==> config.mk <==
export PLATFORM = sky130hd
export DESIGN_NAME = layer_rd_ctl
export DESIGN_NICKNAME = d
export VERILOG_FILES = /design/src/rtl/cube_pkg.sv /design/src/rtl/pixel_shreg.sv /design/src/rtl/layer_rd_ctl.sv
export SDC_FILE = /design/constraint.sdc
export NUM_CORES = 1
export LEC_CHECK = 0
export BUFFER_PORTS_ARGS = -buffer_cell sky130_fd_sc_hd__buf_2
export CAP_MARGIN = 10
export CORE_MARGIN = 2
export CORE_UTILIZATION = 55
export CTS_CLUSTER_DIAMETER = 50
export DETAILED_ROUTE_END_ITERATION = 10
export PLACE_DENSITY_LB_ADDON = 0.05
export RECOVER_POWER = 100
export SYNTH_ARGS = -nofsm -noshare
export SYNTH_HDL_FRONTEND = slang
export SYNTH_SLANG_ARGS = --single-unit
export TNS_END_PERCENT = 1
==> constraint.sdc <==
create_clock -name clk_in -period 7.45 [get_ports clk_in]
set_clock_uncertainty 0.1 [all_clocks]
set_input_delay 0.3725 -clock clk_in [delete_from_list [all_inputs] [get_ports clk_in]]
set_output_delay 0.3725 -clock clk_in [all_outputs]
set_load 0.02 [all_outputs]
==> src/rtl/cube_pkg.sv <==
`default_nettype none
// +----------------------------------------------------------------------------+
// | cube_pkg                                                                   |
// | Shared types and constants for the LED cube layer RAM read/write paths.    |
// | Revision: 1.0                                                              |
// +----------------------------------------------------------------------------+
package cube_pkg;

  localparam int LED_NUM   = 64;
  localparam int ADDR_W    = $clog2(LED_NUM);
  localparam int COLOR_W   = 24;
  localparam int LAYER_NUM = 8;
  localparam int WORD_W    = 32;

  // SPI command bytes understood by the write path
  localparam logic [7:0] CMD_FRAME_START = 8'h2a;
  localparam logic [7:0] CMD_LAYER_DATA  = 8'h2b;
  localparam logic [7:0] CMD_FRAME_END   = 8'h2c;

  typedef enum logic [2:0] {
    IDLE      = 3'd0,
    RD_ADDR   = 3'd1,
    WAIT_ADDR = 3'd2,
    RD_DATA   = 3'd3,
    WAIT_DATA = 3'd4,
    SHIFT     = 3'd5,
    LATCH     = 3'd6
  } rd_state_t;

endpackage
`default_nettype wire

==> src/rtl/pixel_shreg.sv <==
`default_nettype none
// +----------------------------------------------------------------------------+
// | pixel_shreg                                                                |
// | Per-layer parallel-load colour shift registers, MSB shifted out first.     |
// | Revision: 1.0                                                              |
// +----------------------------------------------------------------------------+
module pixel_shreg
  import cube_pkg::*;
#(
  parameter int LANES = LAYER_NUM,
  parameter int WIDTH = COLOR_W
) (
  input  logic                         clk_in,
  input  logic                         rst_n_in,
  input  logic                         load_in,
  input  logic                         shift_in,
  input  logic [LANES-1:0][WIDTH-1:0]  data_in,
  output logic [LANES-1:0]             msb_out
);

  for (genvar n = 0; n < LANES; n++) begin : g_lane
    logic [WIDTH-1:0] r_sh;

    // load wins over shift so a new pixel never inherits a stale bit
    always_ff @(posedge clk_in or negedge rst_n_in) begin
      if (!rst_n_in) begin
        r_sh <= '0;
      end else if (load_in) begin
        r_sh <= data_in[n];
      end else if (shift_in) begin
        r_sh <= {r_sh[WIDTH-2:0], 1'b0};
      end
    end

    assign msb_out[n] = r_sh[WIDTH-1];
  end

endmodule
`default_nettype wire

==> src/rtl/layer_rd_ctl.sv <==
`default_nettype none
// +----------------------------------------------------------------------------+
// | layer_rd_ctl                                                               |
// | Scans the eight layer RAMs through the remap table and serialises colour   |
// | words as 8-lane bit slices to the NeoPixel waveform generator.             |
// | Revision: 1.0                                                              |
// +----------------------------------------------------------------------------+
module layer_rd_ctl #(
  parameter int          LED_NUM    = 64,
  parameter logic [15:0] RST_CYCLES = 16'd4000
) (
  input  logic                                                      clk_in,
  input  logic                                                      rst_n_in,
  input  logic                                                      frame_rdy_in,
  output logic                                                      rd_en_out,
  output logic [$clog2(LED_NUM)-1:0]                                rd_addr_out,
  input  logic [cube_pkg::LAYER_NUM-1:0][cube_pkg::WORD_W-1:0]      rd_data_in,
  output logic                                                      bit_vld_out,
  output logic [cube_pkg::LAYER_NUM-1:0]                            bit_data_out,
  input  logic                                                      bit_rdy_in,
  output logic                                                      busy_out,
  output logic                                                      frame_done_out
);

  import cube_pkg::*;

  localparam int                c_addr_w   = $clog2(LED_NUM);
  localparam int                c_bit_w    = $clog2(COLOR_W);
  localparam logic [c_addr_w-1:0] c_last_idx = c_addr_w'(LED_NUM - 1);

  rd_state_t                                r_state;
  rd_state_t                                w_state_nxt;
  logic [c_addr_w-1:0]                      r_index;
  logic [c_addr_w-1:0]                      r_remap;
  logic [c_bit_w-1:0]                       r_bit_cnt;
  logic [15:0]                              r_rst_cnt;
  logic                                     r_pending;
  logic                                     w_load;
  logic                                     w_shift;
  logic [LAYER_NUM-1:0]                     w_msb;
  logic [LAYER_NUM-1:0][COLOR_W-1:0]        w_colors;
  logic                                     w_unused;

  // only the colour bytes and the layer-0 remap byte are consumed
  assign w_unused = ^rd_data_in;

  always_comb begin
    for (int n = 0; n < LAYER_NUM; n++) begin
      w_colors[n] = rd_data_in[n][COLOR_W-1:0];
    end
  end

  always_ff @(posedge clk_in or negedge rst_n_in) begin
    if (!rst_n_in) begin
      r_state <= IDLE;
    end else begin
      r_state <= w_state_nxt;
    end
  end

  always_comb begin
    w_state_nxt    = r_state;
    w_load         = 1'b0;
    w_shift        = 1'b0;
    rd_en_out      = 1'b0;
    rd_addr_out    = '0;
    bit_vld_out    = 1'b0;
    frame_done_out = 1'b0;
    case (r_state)
      IDLE: begin
        if (frame_rdy_in) begin
          w_state_nxt = RD_ADDR;
        end
      end
      RD_ADDR: begin
        rd_en_out   = 1'b1;
        rd_addr_out = r_index;
        w_state_nxt = WAIT_ADDR;
      end
      WAIT_ADDR: begin
        w_state_nxt = RD_DATA;
      end
      RD_DATA: begin
        rd_en_out   = 1'b1;
        rd_addr_out = r_remap;
        w_state_nxt = WAIT_DATA;
      end
      WAIT_DATA: begin
        w_load      = 1'b1;
        w_state_nxt = SHIFT;
      end
      SHIFT: begin
        bit_vld_out = 1'b1;
        if (bit_rdy_in) begin
          w_shift = 1'b1;
          if (r_bit_cnt == '0) begin
            w_state_nxt = (r_index == c_last_idx) ? LATCH : RD_ADDR;
          end
        end
      end
      LATCH: begin
        if (r_rst_cnt == '0) begin
          frame_done_out = 1'b1;
          // a request landing on the done cycle starts the next scan directly
          w_state_nxt    = (r_pending || frame_rdy_in) ? RD_ADDR : IDLE;
        end
      end
      default: begin
        w_state_nxt = IDLE;
      end
    endcase
  end

  always_ff @(posedge clk_in or negedge rst_n_in) begin
    if (!rst_n_in) begin
      r_index   <= '0;
      r_remap   <= '0;
      r_bit_cnt <= '0;
      r_rst_cnt <= '0;
      r_pending <= 1'b0;
    end else begin
      case (r_state)
        IDLE: begin
          r_index <= '0;
        end
        WAIT_ADDR: begin
          r_remap <= rd_data_in[0][COLOR_W +: c_addr_w];
        end
        WAIT_DATA: begin
          r_bit_cnt <= c_bit_w'(COLOR_W - 1);
        end
        SHIFT: begin
          if (bit_rdy_in) begin
            r_bit_cnt <= r_bit_cnt - 1'b1;
            if (r_bit_cnt == '0) begin
              if (r_index == c_last_idx) begin
                r_rst_cnt <= RST_CYCLES - 16'd1;
              end else begin
                r_index <= r_index + 1'b1;
              end
            end
          end
        end
        LATCH: begin
          if (r_rst_cnt != '0) begin
            r_rst_cnt <= r_rst_cnt - 16'd1;
          end else begin
            r_index <= '0;
          end
        end
        default: begin
        end
      endcase

      if (frame_done_out) begin
        r_pending <= 1'b0;
      end else if (frame_rdy_in && (r_state != IDLE)) begin
        r_pending <= 1'b1;
      end
    end
  end

  pixel_shreg #(
    .LANES (LAYER_NUM),
    .WIDTH (COLOR_W)
  ) u_shreg (
    .clk_in   (clk_in),
    .rst_n_in (rst_n_in),
    .load_in  (w_load),
    .shift_in (w_shift),
    .data_in  (w_colors),
    .msb_out  (w_msb)
  );

  assign bit_data_out = (r_state == SHIFT) ? w_msb : '0;
  assign busy_out     = (r_state != IDLE);

endmodule
`default_nettype wire

== Word-level counts from Yosys, hierarchy flattened ==
Index checks and enable logic that the tools add are counted.

* Flip-flop bits (word level): 229
* Bits of input ports: 260
* Output and inout bits: 18
* Logic and storage cells: 95

* $add $sub $neg: 3
* Equality and inequality tests: 15
* Muxes and demuxes: 46
* Reduce and logical (&&, ||, !) cells: 17

{| class="wikitable"
|+ Operators with widths
! kind !! number
|-
| 24-bit 2-to-1 mux || 16
|-
| 16-bit 2-to-1 mux || 4
|-
| 16-bit case mux with 2 select lines || 1
|-
| 6-bit 2-to-1 mux || 4
|-
| 3-bit case mux with 7 select lines || 1
|-
| 6-bit case mux with 3 select lines || 1
|-
| 16-bit logical NOT || 1
|-
| 2-bit inequality test (second input constant) || 8
|-
| 16-bit nonzero test || 1
|-
| 16-bit by 1-bit subtractor with 16-bit output (second input constant) || 1
|-
| 3-bit 2-to-1 mux || 5
|-
| 6-bit case mux with 2 select lines || 1
|-
| 1-bit 2-to-1 mux || 10
|-
| 5-bit case mux with 2 select lines || 1
|-
| 5-bit AND reduction || 2
|-
| 3-bit equality test (second input constant) || 3
|-
| 8-bit 2-to-1 mux || 1
|-
| 2-bit nonzero test || 4
|-
| 6-bit by 1-bit adder with 6-bit output (second input constant) || 1
|-
| 3-bit by 2-bit equality test with 1-bit output (second input constant) || 2
|-
| 6-bit equality test (second input constant) || 1
|-
| 3-bit nonzero test || 2
|-
| 5-bit logical NOT || 1
|-
| 5-bit 2-to-1 mux || 1
|-
| other kinds (8) || 8
|}

== Depth between registers and ports, before layout ==
Gate-level depths: netlist (run 1).

* Depth in word-level cells: 5
* Mapped depth: 10
* Depth with buffers taken out: 7

== Modules after synthesis ==
From an unflattened synthesis (run 1), not the netlist that was laid out.

* Cells, all modules: 1095
* Area total of the unflattened synthesis: 11215.8 sq um

{| class="wikitable"
|+ Modules (own cells, without submodules)
! module !! times used !! cells an instance !! area each (sq um) !! sequential area each (sq um)
|-
| pixel_shreg || 1 || 841 || 8979.9 || 4804.6
|-
| layer_rd_ctl || 1 || 254 || 2235.9 || 925.9
|}

== Worst setup path after synthesis (run 1) ==
No wires, ideal clock.

* Path kind: flip-flop to flip-flop
* Start: reg r_rst_cnt[0]
* End: reg r_index[0]
* Setup time: 128 ps
* Arrival: 2247 ps
* Required time: 7222 ps
* Setup slack: 4975 ps
* Cell stages (with the launch flop): 10
* Path buffers: 2
* Clock period less this slack: 2475 ps
* Cells stage by stage: dfrtp_1 -> inv_1 -> ha_1 -> or4b_4 -> buf_6 -> nor3_4 -> a21oi_2 -> buf_6 -> nor3b_4 -> mux2_1

* Longest elaborated chain between the ends: 3

{| class="wikitable"
|+ RTL lines
! item !! RTL line !! text
|-
| from (decl) || layer_rd_ctl.sv:36 || <nowiki>logic [15:0] r_rst_cnt;</nowiki>
|-
| from (signal assigned) || layer_rd_ctl.sv:137 || <nowiki>r_rst_cnt <= RST_CYCLES - 16'd1;</nowiki>
|-
| from (signal assigned) || layer_rd_ctl.sv:146 || <nowiki>r_rst_cnt <= r_rst_cnt - 16'd1;</nowiki>
|-
| 16-bit nonzero test || layer_rd_ctl.sv:145 || <nowiki>if (r_rst_cnt != '0) begin</nowiki>
|-
| 2-bit inequality test (no source line) || - ||
|-
| 5-bit AND reduction (no source line) || - ||
|-
| to (signal assigned) || layer_rd_ctl.sv:139 || <nowiki>r_index <= r_index + 1'b1;</nowiki>
|-
| to (decl) || layer_rd_ctl.sv:33 || <nowiki>logic [c_addr_w-1:0] r_index;</nowiki>
|}

No other way between the ends.
A chain may end at the register's enable or synchronous reset.

== Worst setup path in the final report (run 1) ==
* Start: reg r_state[2]
* End: reg u_shreg.g_lane[4].r_sh[12]

* Longest elaborated chain between the ends: 3
* Elaborated cells on any way between the ends: 6
* Classes of those cells: eq/ne: 2; mux: 3; reduce/logical: 1

{| class="wikitable"
|+ RTL lines
! item !! RTL line !! text
|-
| from (decl) || layer_rd_ctl.sv:31 || <nowiki>rd_state_t r_state;</nowiki>
|-
| from (signal assigned) || layer_rd_ctl.sv:57 || <nowiki>r_state <= w_state_nxt;</nowiki>
|-
| 3-bit equality test || layer_rd_ctl.sv:69 || <nowiki>case (r_state)</nowiki>
|-
| 1-bit 2-to-1 mux || layer_rd_ctl.sv:69 ||
|-
| 24-bit 2-to-1 mux / 2-bit nonzero test (equally long branches) || - ||
|-
| to (signal assigned) || pixel_shreg.sv:29 || <nowiki>r_sh <= data_in[n];</nowiki>
|-
| to (signal assigned) || pixel_shreg.sv:31 || <nowiki>r_sh <= {r_sh[WIDTH-2:0], 1'b0};</nowiki>
|-
| to (decl) || pixel_shreg.sv:22 || <nowiki>logic [WIDTH-1:0] r_sh;</nowiki>
|}

Several ways; a longest one is shown, not always the timed one.

==> results of run 1 <==
-- through the flow --
step                      util (%)  hold WS (ps)  cell area (um^2)  total power, W  cells
after floorplan                  -        -23.09             10800        0.003135   1061
after global placement       62.03         315.9             11990        0.003444   1477
after detailed placement     62.03         322.9             11990        0.003513   1477
after CTS                    77.33         13.65             14950        0.004989   1728
after global routing         77.13         45.27             14910        0.005361   1729
final                        77.14         42.57             14920        0.005007   1730
-- report_power, final --
part	internal, W	leakage [nW]	total [W]	switching [W]
Sequential	0.00179	2.82	0.00211	0.000325
Clock	0.000832	0.468	0.00138	0.000550
Combinational	0.000674	2.99	0.00151	0.000838
Total	0.00329	6.28	0.00501	0.00171
-- synthesized netlist by cell type (3+ instances only) --
master / number / area (um^2)
a2111oi_0: 3 / 26.28
a211oi_1: 5 / 37.54
a21oi_1: 8 / 40.04
a31oi_1: 3 / 18.77
and2_1: 11 / 68.82
buf_2: 23 / 115.1
clkbuf_1: 48 / 180.2
dfrtp_1: 229 / 5731
ha_1: 3 / 37.54
inv_1: 10 / 37.54
mux2_2: 6 / 67.56
mux2i_1: 193 / 1932
nand2_1: 214 / 803.3
nand2b_1: 4 / 25.02
nand3_1: 3 / 15.01
nor2_1: 24 / 90.09
nor3_1: 8 / 40.04
nor4_1: 4 / 25.02
o21ai_0: 205 / 1026
o22ai_1: 3 / 18.77
o31ai_1: 3 / 22.52
or4_1: 3 / 22.52
xnor2_1: 7 / 61.31
-- how the worst min path moves through the flow --
stage / startpoint / to / slack [ps]
CTS: frame_rdy_in / r_pending$_DFFE_PN0P_ / 10
finish: frame_rdy_in / r_pending$_DFFE_PN0P_ / 40
detailed placement: rst_n_in / u_shreg.g_lane[3].r_sh[10]$_DFFE_PN0P_ / 320
floorplan: rst_n_in / r_bit_cnt[0]$_DFFE_PN0P_ / -20
global route: frame_rdy_in / r_pending$_DFFE_PN0P_ / 50
global placement: rst_n_in / u_shreg.g_lane[3].r_sh[10]$_DFFE_PN0P_ / 320
-- layout make-up --
cell class                      count  area [um^2]  share of cell area [%]
Sequential cell                   229         5731                   38.42
Multi-Input combinational cell    748         4703                   31.53
Antenna cell                        2        5.005                 0.03355
Timing Repair Buffer              424         3142                   21.06
Clock buffer                       39        802.0                   5.377
Inverter                           10        37.54                  0.2517
Tap cell                          265        331.6                   2.223
Clock inverter                     13        163.9                   1.099
-- metal layers --
layer / vias to the layer above / wire length (um) / share of wire (%)
met5: - / 0 / 0
met4: 0 / 771 / 2.8
met3: 64 / 1492 / 5.4
met2: 237 / 13350 / 49
met1: 4348 / 11870 / 43
li1: 4460 / - / -
-- sequential cells by signal (all words and copies together) (netlist names) --
| name | count |
|---|---|
| r_rst_cnt | 16 |
| r_index | 6 |
| u_shreg.g_lane.r_sh | 192 |
| r_remap | 6 |
| r_pending | 1 |
| r_state | 3 |
| r_bit_cnt | 5 |
-- what timing repair did --
item | CTS | global route
hold buffers | 199 | 0
hold endpoints to repair | 282 | 0
setup buffers | 0 | 0
-- cells by family after synthesis --
kind of cell / after synthesis / synth area share, %
buf+inv: 84 / 3.325
simple gates: 294 / 11.97
fa+ha+maj: 3 / 0.3476
compound gates: 244 / 12.12
flops: 229 / 53.06
xor+xnor: 7 / 0.5677
mux: 200 / 18.62
-- critical path, delay by kind of cell, from the launching register on --
family / cells / cell delay, ps
buf+inv: 3 / 3720
flops: 1 / 480
compound gates: 1 / 280
simple gates: 1 / 190
==> results.py, run 1 <==
metrics = {
    "status": {
        "status": "finished, violations left",
        "failed_checks": "capacitance limit, slew limit",
    },
    "cts": {
        "numCtsBuffers": 28,
        "cts_max_path_buffers": 3,
        "clk_latency_ps": 550,
        "cts.sinks": 229,
        "clkTransAtPathRegs_ps": 60,
        "cts_max_level": 1,
        "cts_tree": "built",
        "clockRootBuffer": "clkbuf_16",
        "cts_resized": 0,
    },
    "critical_path": {
        "arrival_ps": 5420,
        "slowest_stage": "clkbuf_1",
        "endpoint": "u_shreg.g_lane[4].r_sh[12]$_DFFE_PN0P_",
        "timing.rr.start": "r_state[2]$_DFFE_PN0P_",
        "cp-end-kind": "register",
        "crit_start": "r_state[2]$_DFFE_PN0P_",
        "cp_max_fo": 274,
        "reg2reg_to": "u_shreg.g_lane[4].r_sh[12]$_DFFE_PN0P_",
        "reg2reg_setup_slack_ps": 2300,
        "critPathLaunchType": "register",
        "path_class": "register to register",
        "crit_path_cell_trace": "inv_1 > nor3_2 > clkbuf_1 > buf_12 > o21ai_0",
        "rr_worst_depth": 5,
        "critPathRequiredTime_ps": 7720,
        "crit_path_max_incr_delay_ps": 2910,
    },
    "global_route": {
        "antenna_found_initial": 1,
        "grt_max_degree": 275,
        "grt_pass1_wl_mm": 44.12,
        "grt_pass1_vias": 9102,
        "grt_use_met2_pct": 44.64,
        "grt_overflow": 0,
        "grt_most_used_layer": "met2",
        "grtUsageMet3_pct": 5.232,
        "gr-usage-met1_pct": 34.26,
        "globalRouteTotalUtil_pct": 26.31,
    },
    "die": {
        "initial_core_util_pct": 55.86,
        "die_h_um": 144.1,
        "die_w_um": 144.1,
        "pin_count": 278,
        "rows": 51,
        "coreArea_mm2": 0.01933,
        "dieArea_mm2": 0.02077,
    },
    "layout": {
        "drive_above_1_share_pct": 18.73,
        "area_delta_synth_final_pct": 38.10,
        "nets": 1704,
        "final_common_cell": "dfrtp_1",
        "fillCellCount": 1246,
        "mostFrequentLayoutCells": "dfrtp_1 (229), nand2_1 (214), o21ai_0 (205)",
    },
    "route": {
        "first_pass_iters": 4,
        "viasPerCell": 5.265,
        "wl_mm": 27.49,
        "drc": 0,
        "num_vias": 9109,
        "wl_per_cell_um": 15.89,
        "drt_iter0_drc": 556,
        "ant_nets": 0,
    },
    "timing": {
        "fmax_ghz": 0.1943,
        "slew_headroom_pct": -175.2,
        "min_period_ps": 5148,
        "fin_ws_ps": 2302,
        "rsz0062_at_grt": "false",
        "setup_viol": 0,
        "hold_viol": 0,
        "finalSetupTns_ps": 0,
        "min_period_over_period_pct": 69.10,
        "tightest_slew_ps": 4127,
        "drv_slew": 188,
    },
    "power_and_ir_drop": {
        "p_per_area_mw_per_mm2": 335.7,
        "leakage_nw": 6.279,
        "max-vdd-ir-drop_uv": 237.9,
    },
    "synth": {
        "synthFlopType": "dfrtp_1",
        "synth_edf_count": 0,
        "syn_nets": 1324,
        "ys_seq_area_share_pct": 53.06,
        "synth-async-reset-ratio_pct": 100.0,
        "ys_warn_count": 0,
        "yosys_register_bits": 229,
        "synth_cells": 1061,
        "syn_area_mm2": 0.01080,
        "avgSynthCellArea_um2": 10.18,
        "yosysUniqueCellTypes": 53,
    },
    "hold_path": {
        "whs_path_depth": 3,
        "min_path_type": "input pin to register",
    },
    "job": {
        "cap_violations": 3,
    },
    "placement": {
        "gp_congestion": 0.8042,
        "portBuffers": 219,
        "hpwl_mm": 14.89,
        "place_ws_ps": 3793,
    },
}
Note: power is estimated with default switching activity, not from simulation.
==> run 2, diff against run 1 <==
--- a/config.mk
+++ b/config.mk
@@ -8,7 +8,7 @@
 export BUFFER_PORTS_ARGS = -buffer_cell sky130_fd_sc_hd__buf_2
 export CAP_MARGIN = 10
 export CORE_MARGIN = 2
-export CORE_UTILIZATION = 55
+export CORE_UTILIZATION = 53
 export CTS_CLUSTER_DIAMETER = 50
 export DETAILED_ROUTE_END_ITERATION = 10
 export PLACE_DENSITY_LB_ADDON = 0.05
==> constraint.sdc (replaced) <==
create_clock -name clk_in -period 5.15 [get_ports clk_in]
set_clock_uncertainty 0.1 [all_clocks]
set_input_delay 0.2575 -clock clk_in [delete_from_list [all_inputs] [get_ports clk_in]]
set_output_delay 0.2575 -clock clk_in [all_outputs]
set_load 0.02 [all_outputs]
==> run 2 against run 1 <==
  * The run still ends with capacitance limit, slew limit left
  * Critical path depth is 2 higher
  * Largest power group unchanged
  * Flip-flop and latch count unchanged
  * Cell count increased by 0.92%
  * Utilization fell by 2.1 points
  * Total power up 48%
==> results.py, run 2 (synthesis results as in run 1) <==
metrics = {
    "critical_path": {
        "arrival_ps": 4330,
        "critPathRequiredTime_ps": 5420,
        "path_buf_inv": 2,
        "cp_top_family": "simple AND/OR/NAND/NOR gates",
        "crit_path_max_incr_delay_ps": 1410,
        "path_class": "register to register",
        "cp-end-kind": "register",
        "crit_path_cell_trace": "nor2b_1 > nand2_1 > inv_1 > and2_2 > buf_4 > mux2i_1 > o21ai_0",
        "slowest_stage": "and2_2",
        "critPathLaunchType": "register",
        "cp_max_fo": 58,
    },
    "route": {
        "viasPerCell": 5.200,
        "first_pass_iters": 4,
        "num_vias": 9080,
        "wl_mm": 27.13,
        "drt_iter0_drc": 514,
        "ant_nets": 0,
        "top_layer": "met4",
        "drc": 0,
        "wl_per_cell_um": 15.54,
        "met1Wirelength_mm": 11.77,
        "wl_met2_mm": 13.26,
        "dr_wl_met3_mm": 1.431,
    },
    "layout": {
        "largest_reg_flops": 192,
        "area_delta_synth_final_pct": 39.70,
        "drive_above_1_share_pct": 19.39,
        "largestRegisters": "u_shreg.g_lane.r_sh x192, r_rst_cnt x16",
        "regMostFlops": "u_shreg.g_lane.r_sh",
        "stdcell_area_mm2": 0.01509,
        "final_common_cell": "dfrtp_1",
        "mostFrequentLayoutCells": "dfrtp_1 (229), nand2_1 (214), buf_2 (206)",
        "nets": 1714,
        "fillCellCount": 1342,
    },
    "timing": {
        "setup_viol": 0,
        "rsz0062_at_grt": "false",
        "tightest_slew_ps": 3244,
        "hold_viol": 0,
        "fmax_ghz": 0.2467,
        "finalSetupTns_ps": 0,
        "drv_slew": 215,
        "min_period_ps": 4054,
        "fin_ws_ps": 1096,
        "slew_headroom_pct": -116.2,
        "min_period_over_period_pct": 78.72,
    },
    "status": {
        "failed_checks": "capacitance limit, slew limit",
        "status": "finished, violations left",
    },
    "cts": {
        "cts_max_level": 1,
        "cts_tree": "built",
        "clockRootBuffer": "clkbuf_16",
        "clkTransAtPathRegs_ps": 60,
        "cts_resized": 0,
        "cts.sinks": 229,
        "cts_max_path_buffers": 3,
        "numCtsBuffers": 30,
        "clk_latency_ps": 540,
    },
    "die": {
        "initial_core_util_pct": 53.72,
        "pin_count": 278,
        "die_w_um": 146.8,
        "die_h_um": 146.8,
        "coreArea_mm2": 0.02010,
        "dieArea_mm2": 0.02154,
        "rows": 52,
    },
    "power_and_ir_drop": {
        "leakage_nw": 6.382,
        "max-vdd-ir-drop_uv": 356.1,
        "fin_total_pwr_w": 0.007396,
        "p_per_area_mw_per_mm2": 490.2,
    },
    "global_route": {
        "grt_pass1_wl_mm": 44.54,
        "globalRouteTotalUtil_pct": 25.06,
        "antenna_found_initial": 1,
        "grt_overflow": 0,
        "grt_max_degree": 212,
        "grt_pass1_vias": 9250,
    },
    "placement": {
        "place_ws_ps": 1718,
        "hpwl_mm": 14.96,
        "portBuffers": 219,
        "gp_congestion": 0.7696,
        "dpl_cell_area_mm2": 0.01206,
    },
    "hold_path": {
        "min_path_type": "input pin to register",
    },
    "job": {
        "cap_violations": 3,
    },
}
## run 2: cell types whose count changed in the layout (fill, tap and decap cells not counted), moves of 2 or more
| cell | change |
|---|---|
| and2_0 | +3 |
| clkbuf_8 | -2 |
| buf_2 | +3 |
| clkbuf_16 | +2 |
| bufinv_16 | +3 |
| and2_1 | -3 |
| dlygate4sd3_1 | +2 |
| buf_4 | +6 |
| clkbuf_1 | -2 |
## run 2: metrics by stage
| step | utilization (%) | instances | hold slack, ps |
|---|---|---|---|
| 2_1_floorplan | - | 1061 | -138.1 |
| 3_3_place_gp | 59.98 | 1488 | 342.4 |
| 3_5_place_dp | 59.98 | 1488 | 341.1 |
| 4_1_cts | 75.26 | 1745 | 329.0 |
| 5_1_grt | 75.05 | 1746 | 344.8 |
| 6_report | 75.05 | 1746 | 352.4 |
## run 2: timing repair
action                                 4_1_cts  5_1_grt
endpoints found under the hold margin      333        0
hold buffers                               201        0
buffers inserted                             0        0
## run 2: final timing paths
| path | startpoint | endpoint | slack, ps | cells after the start |
|---|---|---|---|---|
| worst max-delay path | r_state[1]$_DFFE_PN0P_ | u_shreg.g_lane[5].r_sh[10]$_DFFE_PN0P_ | 1100 | 7 |
| worst min-delay path | rd_data_in[194] | u_shreg.g_lane[6].r_sh[2]$_DFFE_PN0P_ | 350 | 4 |
| worst max register to register | r_state[1]$_DFFE_PN0P_ | u_shreg.g_lane[5].r_sh[10]$_DFFE_PN0P_ | 1100 | 7 |
| worst min register to register | r_rst_cnt[10]$_DFFE_PN0P_ | r_rst_cnt[10]$_DFFE_PN0P_ | 390 | 1 |
| max in group asynchronous | rst_n_in | u_shreg.g_lane[1].r_sh[23]$_DFFE_PN0P_ | 1690 | 3 |
| min in group asynchronous | rst_n_in | u_shreg.g_lane[3].r_sh[12]$_DFFE_PN0P_ | 1190 | 2 |
## run 2: layer usage
layer	vias to the layer above	GRT usage, %
met5	-	0
met3	58	4.969
met4	0	6.893
li1	4462	-
met1	4317	32.38
met2	243	43.33
## run 2: cell type report
type,count,area (um^2),share of cell area [%]
diodes,1,2.502,0.01659
clock buffers,41,832.0,5.515
clock inverters,15,229.0,1.518
inverters,10,37.54,0.2488
multi-input cells,748,4702,31.16
flip-flops and latches,229,5731,37.98
well taps,270,337.8,2.239
repair buffers,432,3217,21.32
## run 2: worst min-delay path, stage by stage
cell           delay [ps]
dlygate4sd3_1         510
buf_2                  90
nand2_1                30
o21ai_0                60
## run 2: where the power goes
group / total, W / leakage, nW / internal, W / switching, W
Combinational: 0.00218 / 3.04 / 0.000971 / 0.00121
Clock: 0.00218 / 0.518 / 0.00139 / 0.000790
Sequential: 0.00304 / 2.82 / 0.00258 / 0.000458
Total: 0.00740 / 6.38 / 0.00494 / 0.00245
